$ cat src/rtl/fetch_decode_queue.sv
// Fetch-to-decode instruction queue: accepts up to PushWidth sequential instructions per cycle
// and presents them one at a time through a registered output stage with stall and flush.
module fetch_decode_queue #(
  parameter int unsigned addressWidth            = 64,
  parameter int unsigned instructionWidth        = 32,
  parameter int unsigned instructionCounterWidth = 64,
  parameter int unsigned Depth                   = 8,
  parameter int unsigned PushWidth               = 2
) (
  input  logic                                   clock_i,
  input  logic                                   reset_i,
  input  logic                                   enable_i,
  input  logic [$clog2(PushWidth+1)-1:0]         pushCount_i,
  input  logic [PushWidth*instructionWidth-1:0]  instruction_i,
  input  logic [addressWidth-1:0]                instructionAddress_i,
  input  logic [instructionCounterWidth-1:0]     instructionMajId_i,
  input  logic                                   is64Bit_i,
  input  logic                                   stall_i,
  input  logic                                   flush_i,
  output logic                                   enable_o,
  output logic [instructionWidth-1:0]            instruction_o,
  output logic [addressWidth-1:0]                instructionAddress_o,
  output logic [instructionCounterWidth-1:0]     instructionMajId_o,
  output logic                                   is64Bit_o,
  output logic [$clog2(Depth+1)-1:0]             freeSlots_o,
  output logic                                   full_o,
  output logic                                   overflow_o
);

  localparam int unsigned PtrW = $clog2(Depth);
  localparam int unsigned CntW = $clog2(Depth+1);
  localparam int unsigned PcW  = $clog2(PushWidth+1);

  logic [instructionWidth-1:0]        instrMem [Depth];
  logic [addressWidth-1:0]            addrMem  [Depth];
  logic [instructionCounterWidth-1:0] idMem    [Depth];
  logic                               modeMem  [Depth];

  logic [PtrW-1:0] headPtr;
  logic [PtrW-1:0] tailPtr;
  logic [CntW-1:0] count;
  logic [CntW-1:0] countNext;
  logic [CntW-1:0] pushLanes;
  logic            pushValid;
  logic            canLoad;
  logic            pop;

  // Acceptance is judged against the registered free count, so a same-cycle pop never widens it.
  always_comb begin
    pushValid = enable_i && !flush_i && (pushCount_i != '0)
                && (pushCount_i <= PcW'(PushWidth))
                && (CntW'(pushCount_i) <= freeSlots_o);
    canLoad   = !stall_i || !enable_o;
    pop       = !flush_i && (count != '0) && canLoad;
    pushLanes = pushValid ? CntW'(pushCount_i) : '0;
    countNext = count + pushLanes - CntW'(pop);
  end

  // Entry storage; lane k gets sequential address and ID offsets.
  always_ff @(posedge clock_i) begin
    if (pushValid) begin
      for (int k = 0; k < int'(PushWidth); k++) begin
        if (PcW'(k) < pushCount_i) begin
          instrMem[tailPtr + PtrW'(k)] <= instruction_i[k*instructionWidth +: instructionWidth];
          addrMem[tailPtr + PtrW'(k)]  <= instructionAddress_i + addressWidth'(4 * k);
          idMem[tailPtr + PtrW'(k)]    <= instructionMajId_i + instructionCounterWidth'(k);
          modeMem[tailPtr + PtrW'(k)]  <= is64Bit_i;
        end
      end
    end
  end

  // Pointers, occupancy and the output register stage.
  always_ff @(posedge clock_i or negedge reset_i) begin
    if (!reset_i) begin
      headPtr              <= '0;
      tailPtr              <= '0;
      count                <= '0;
      freeSlots_o          <= CntW'(Depth);
      full_o               <= 1'b0;
      overflow_o           <= 1'b0;
      enable_o             <= 1'b0;
      instruction_o        <= '0;
      instructionAddress_o <= '0;
      instructionMajId_o   <= '0;
      is64Bit_o            <= 1'b0;
    end else if (flush_i) begin
      headPtr     <= '0;
      tailPtr     <= '0;
      count       <= '0;
      freeSlots_o <= CntW'(Depth);
      full_o      <= 1'b0;
      overflow_o  <= 1'b0;
      enable_o    <= 1'b0;
    end else begin
      overflow_o  <= enable_i && !pushValid;
      count       <= countNext;
      freeSlots_o <= CntW'(Depth) - countNext;
      full_o      <= (countNext == CntW'(Depth));
      if (pushValid) begin
        tailPtr <= tailPtr + PtrW'(pushCount_i);
      end
      if (pop) begin
        headPtr              <= headPtr + PtrW'(1);
        enable_o             <= 1'b1;
        instruction_o        <= instrMem[headPtr];
        instructionAddress_o <= addrMem[headPtr];
        instructionMajId_o   <= idMem[headPtr];
        is64Bit_o            <= modeMem[headPtr];
      end else if (canLoad) begin
        enable_o <= 1'b0;
      end
    end
  end

endmodule

$ cat config.mk
export PLATFORM = sky130hd
export DESIGN_NAME = fetch_decode_queue
export DESIGN_NICKNAME = d
export VERILOG_FILES = /design/src/rtl/fetch_decode_queue.sv
export SDC_FILE = /design/constraint.sdc
export NUM_CORES = 2
export LEC_CHECK = 0
export CORE_UTILIZATION = 45
export DETAILED_ROUTE_END_ITERATION = 16
export SLEW_MARGIN = 20
export SYNTH_ARGS = -nofsm -noshare
export SYNTH_HDL_FRONTEND = slang
export SYNTH_SLANG_ARGS = --single-unit
$ cat constraint.sdc
create_clock -name clock_i -period 17.3 [get_ports clock_i]
set_input_delay 2.595 -clock clock_i [delete_from_list [all_inputs] [get_ports clock_i]]
set_output_delay 2.595 -clock clock_i [all_outputs]
set_load 0.1 [all_outputs]
==> run summary <==
Tcrit/Tclk final = 0.498
Worst-path fanout max = 53
Post-Syn Instances = 6,051
Hold Crit Class = register to register
Crit. End Element = register
Worst path arrival time = 9.06 ns
Via count = 47.7k
Layout Skew = 0.0389 ns
CTS tree = yes
First-pass GRT wire length = 325,000 um
Power share of the clock group = 0.295
Worst-Margin Slew = 1.18 ns
Antenna violations before repair = 25
GPL Wtd Cong = 0.826
Worst-case hold path end point = instructionMajId_o[4]
Top cell type's share of synthesized area = 0.522
Worst flop-to-flop path endpoint = idMem[6][12]
Syn Nets = 6,267
Syn avg cell area = 12.2 um^2
MaxCap Viol Count = 0
Rows = 148
Routed len/inst = 26.0 um
Post-synth top area cell = edfxtp_1
Overall power = 11.6 mW
Total I/O pin count = 368
Worst hold margin = 0.526 ns
Setup slack at placement = 7.85 ns
Worst r2r src = freeSlots_o[1]
Worst setup SP type = input port
Cell repeated most along the worst path = buf_4
Post-synth EDFFs = 1,288
WHS Path Cells = 2
Distinct cell type count after synthesis = 45
Peak supply drop = 0.160 mV
Worst Setup Slack, final = 8.68 ns
Yosys warns = 0
Fin crit period = 8.62 ns
Die Footprint = 166,000 um^2
Internal reg-to-reg setup slack = 10.75 ns
Pre-Repair DR Iteration Count = 5
Register area = 43,100 um^2
Top Family by Delay on Critical Path = buffers and inverters
Worst Reg2Reg Path Length in Cells = 9
Fraction of layout instances using a drive strength above 1 = 0.116
Fmax = 116 MHz
Antenna viol nets, final = 0
Final setup TNS = 0 ns
Post-CTS Setup Inserts = 0
DP Area = 79,500 um^2
Seq pwr share = 0.367
DIE HEIGHT = 408 um
Total CTS buffers = 163
Yosys reg bits = 1,465
GRT overflow = 0
Post-DP HPWL = 129,000 um
Number of global-route vias before repair = 48.2k
Leading post-synthesis cells by cell area = edfxtp_1 (52%), mux4_2 (9.8%), nand2_1 (6.0%), xnor2_1 (6.0%), dfrtp_1 (5.9%)
Net Sw Frac = 0.372
Multi-input logic area = 29,000 um^2
Status = complete, no violations
Ys async rst share = 0.121
DR iter-0 viols = 4,740
Synth Flop Type = edfxtp_1
Fillers = 13.8k
PortBufs = 367
Syn Std Cell Area = 74,100 um^2
Hold Path Origin = instructionMajId_o[4]
Worst-path clk slew = 0.06 ns
Post-synthesis sequential area ratio = 0.582
H-tree depth = 4
Hold buffers post-CTS = 0
Final Hold Vio Count = 0
Cell Int Power = 7.31 mW
Net Sw Power = 4.34 mW
Clk_lat worst skew = 0.84 ns
Crit-path slowest cell = nand3_4
CTS resizes = 0
Setup-failing EPs final = 0
Area Overhead vs Synth = 14.4%
Max Slew Vio Count = 0
Largest net degree at the start of global routing = 147
Post-route design area = 84,800 um^2
TritonCTS sink count = 1,465
Gate power share = 0.338
Crit-path max cell delay = 1.02 ns
Die X-Extent = 408 um
Final wirelength = 220,000 um
All-Layer GR Usage = 0.264
Longest Clk Path Bufs = 3
PwrDens = 137 nW/um^2
Worst EP required = 17.74 ns
Via-per-instance ratio = 5.64
Starting density of the core = 0.454
P_leak = 28.0 nW
Critical path cell sequence = clkdlybuf4s50_1 > ha_1 > nor2b_1 > o21ai_2 > nand3_4 > o21ai_4 > buf_4 > buf_4 > buf_4
Unrepaired setup endpoints after global routing = false
Max_slew headroom = 0.215
Class of the most critical setup path = input port to register
Worst path bufs/invs = 4
Nets@finish = 6,353
# DRC = 0
Core Area = 163,000 um^2
Root Driver = clkbuf_16
-- cell type report --
cell class	count	area share
inverter	22	0.000974
clock inverter	80	0.00888
sequential	1465	0.509
antenna	14	0.000413
tap	2175	0.0321
timing repair buffer	468	0.0536
multi-input combinational	4017	0.342
clock buffer	221	0.0531
-- worst max-delay path by stage --
stage,end,depth (start not counted),from,slack (ns)
3_3_place_gp,idMem[6][16],9,pushCount_i[1],7.93
5_1_grt,idMem[6][12],9,pushCount_i[1],8.49
2_1_floorplan,addrMem[1][0],7,pushCount_i[1],0.83
4_1_cts,idMem[6][12],9,pushCount_i[1],8.73
3_5_place_dp,idMem[6][13],9,pushCount_i[1],7.85
6_report,idMem[6][12],9,pushCount_i[1],8.68
-- power by group through the flow --
stage / Clock [mW] / Sequential (mW) / Combinational [mW]
after CTS: 3.49 / 4.28 / 3.98
final: 3.44 / 4.27 / 3.93
after global placement: 0 / 4.35 / 3.95
after floorplan: 0 / 5.67 / 1.58
after detailed placement: 0 / 4.35 / 3.97
after global routing: 3.62 / 4.31 / 4.12
-- worst reg2reg max path, stage by stage (launching register included) --
cell     delay, ns
dfrtp_1       0.38
inv_1         0.06
ha_1          0.28
nor2b_1       0.16
o21ai_2       0.79
nand3_4       1.02
o21ai_4       0.77
buf_4         0.87
buf_4         0.85
buf_4         0.96
-- layer usage --
layer  part of all wire  global-route usage
met5            0.00028                   0
met4              0.029              0.0820
met3              0.071              0.0358
met2               0.50               0.446
met1               0.40               0.353
-- cells in the mapped netlist, types with 6 or more instances --
| library cell | count |
|---|---|
| nor2_1 | 602 |
| mux4_2 | 322 |
| dfrtp_1 | 176 |
| inv_2 | 6 |
| nand2_1 | 1193 |
| a21oi_1 | 164 |
| and4_1 | 11 |
| nor3_1 | 128 |
| nand2b_1 | 9 |
| mux2i_1 | 162 |
| edfxtp_1 | 1288 |
| and3_1 | 36 |
| buf_2 | 29 |
| nand3_1 | 159 |
| clkbuf_1 | 347 |
| nor4_1 | 64 |
| xor2_1 | 486 |
| inv_1 | 15 |
| buf_1 | 126 |
| buf_4 | 40 |
| xnor2_1 | 509 |
| or4_1 | 6 |
| nand4_1 | 93 |
| ha_1 | 14 |
| nor4_2 | 11 |
| o21ai_0 | 16 |
-- cell families after synthesis --
logic type / synth area share
simple gates: 0.134
xor+xnor: 0.118
flops: 0.582
compound gates: 0.0128
mux: 0.120
buf+inv: 0.0316
fa+ha+maj: 0.00290
-- layout by cell type, fill, tap and decap left out, types with 10 or more instances in the layout --
master,synthesis,final
clkinv_2,0,27
clkbuf_1,347,42
and4_1,11,10
edfxtp_1,1288,1288
buf_4,40,92
inv_1,15,15
nand2_1,1193,1193
clkbuf_16,0,167
nor4_1,64,51
xnor2_1,509,509
nor2_1,602,601
nand3_1,159,151
mux4_2,322,322
nor3_1,128,119
ha_1,14,14
nor4_2,11,21
clkdlybuf4s50_1,0,365
dfrtp_1,176,173
mux2i_1,162,162
clkinv_1,1,25
a21oi_1,164,164
xor2_1,486,486
nand4_1,93,93
clkbuf_8,0,12
and3_1,36,34
diode_2,0,14
-- state kept, by name, indices dropped and copies added (netlist names), 4 cells and up --
register              flops
instructionMajId_o       64
instruction_o            32
modeMem                   8
idMem                   512
addrMem                 512
instructionAddress_o     64
count                     4
instrMem                256
-- per-stage QoR --
stage                     instances   util
after floorplan                6051      -
after global placement         8146  0.487
after detailed placement       8146  0.487
after CTS                      8447  0.519
after global routing           8454  0.520
final                          8462  0.520
Power figures use the tool's default switching activity.
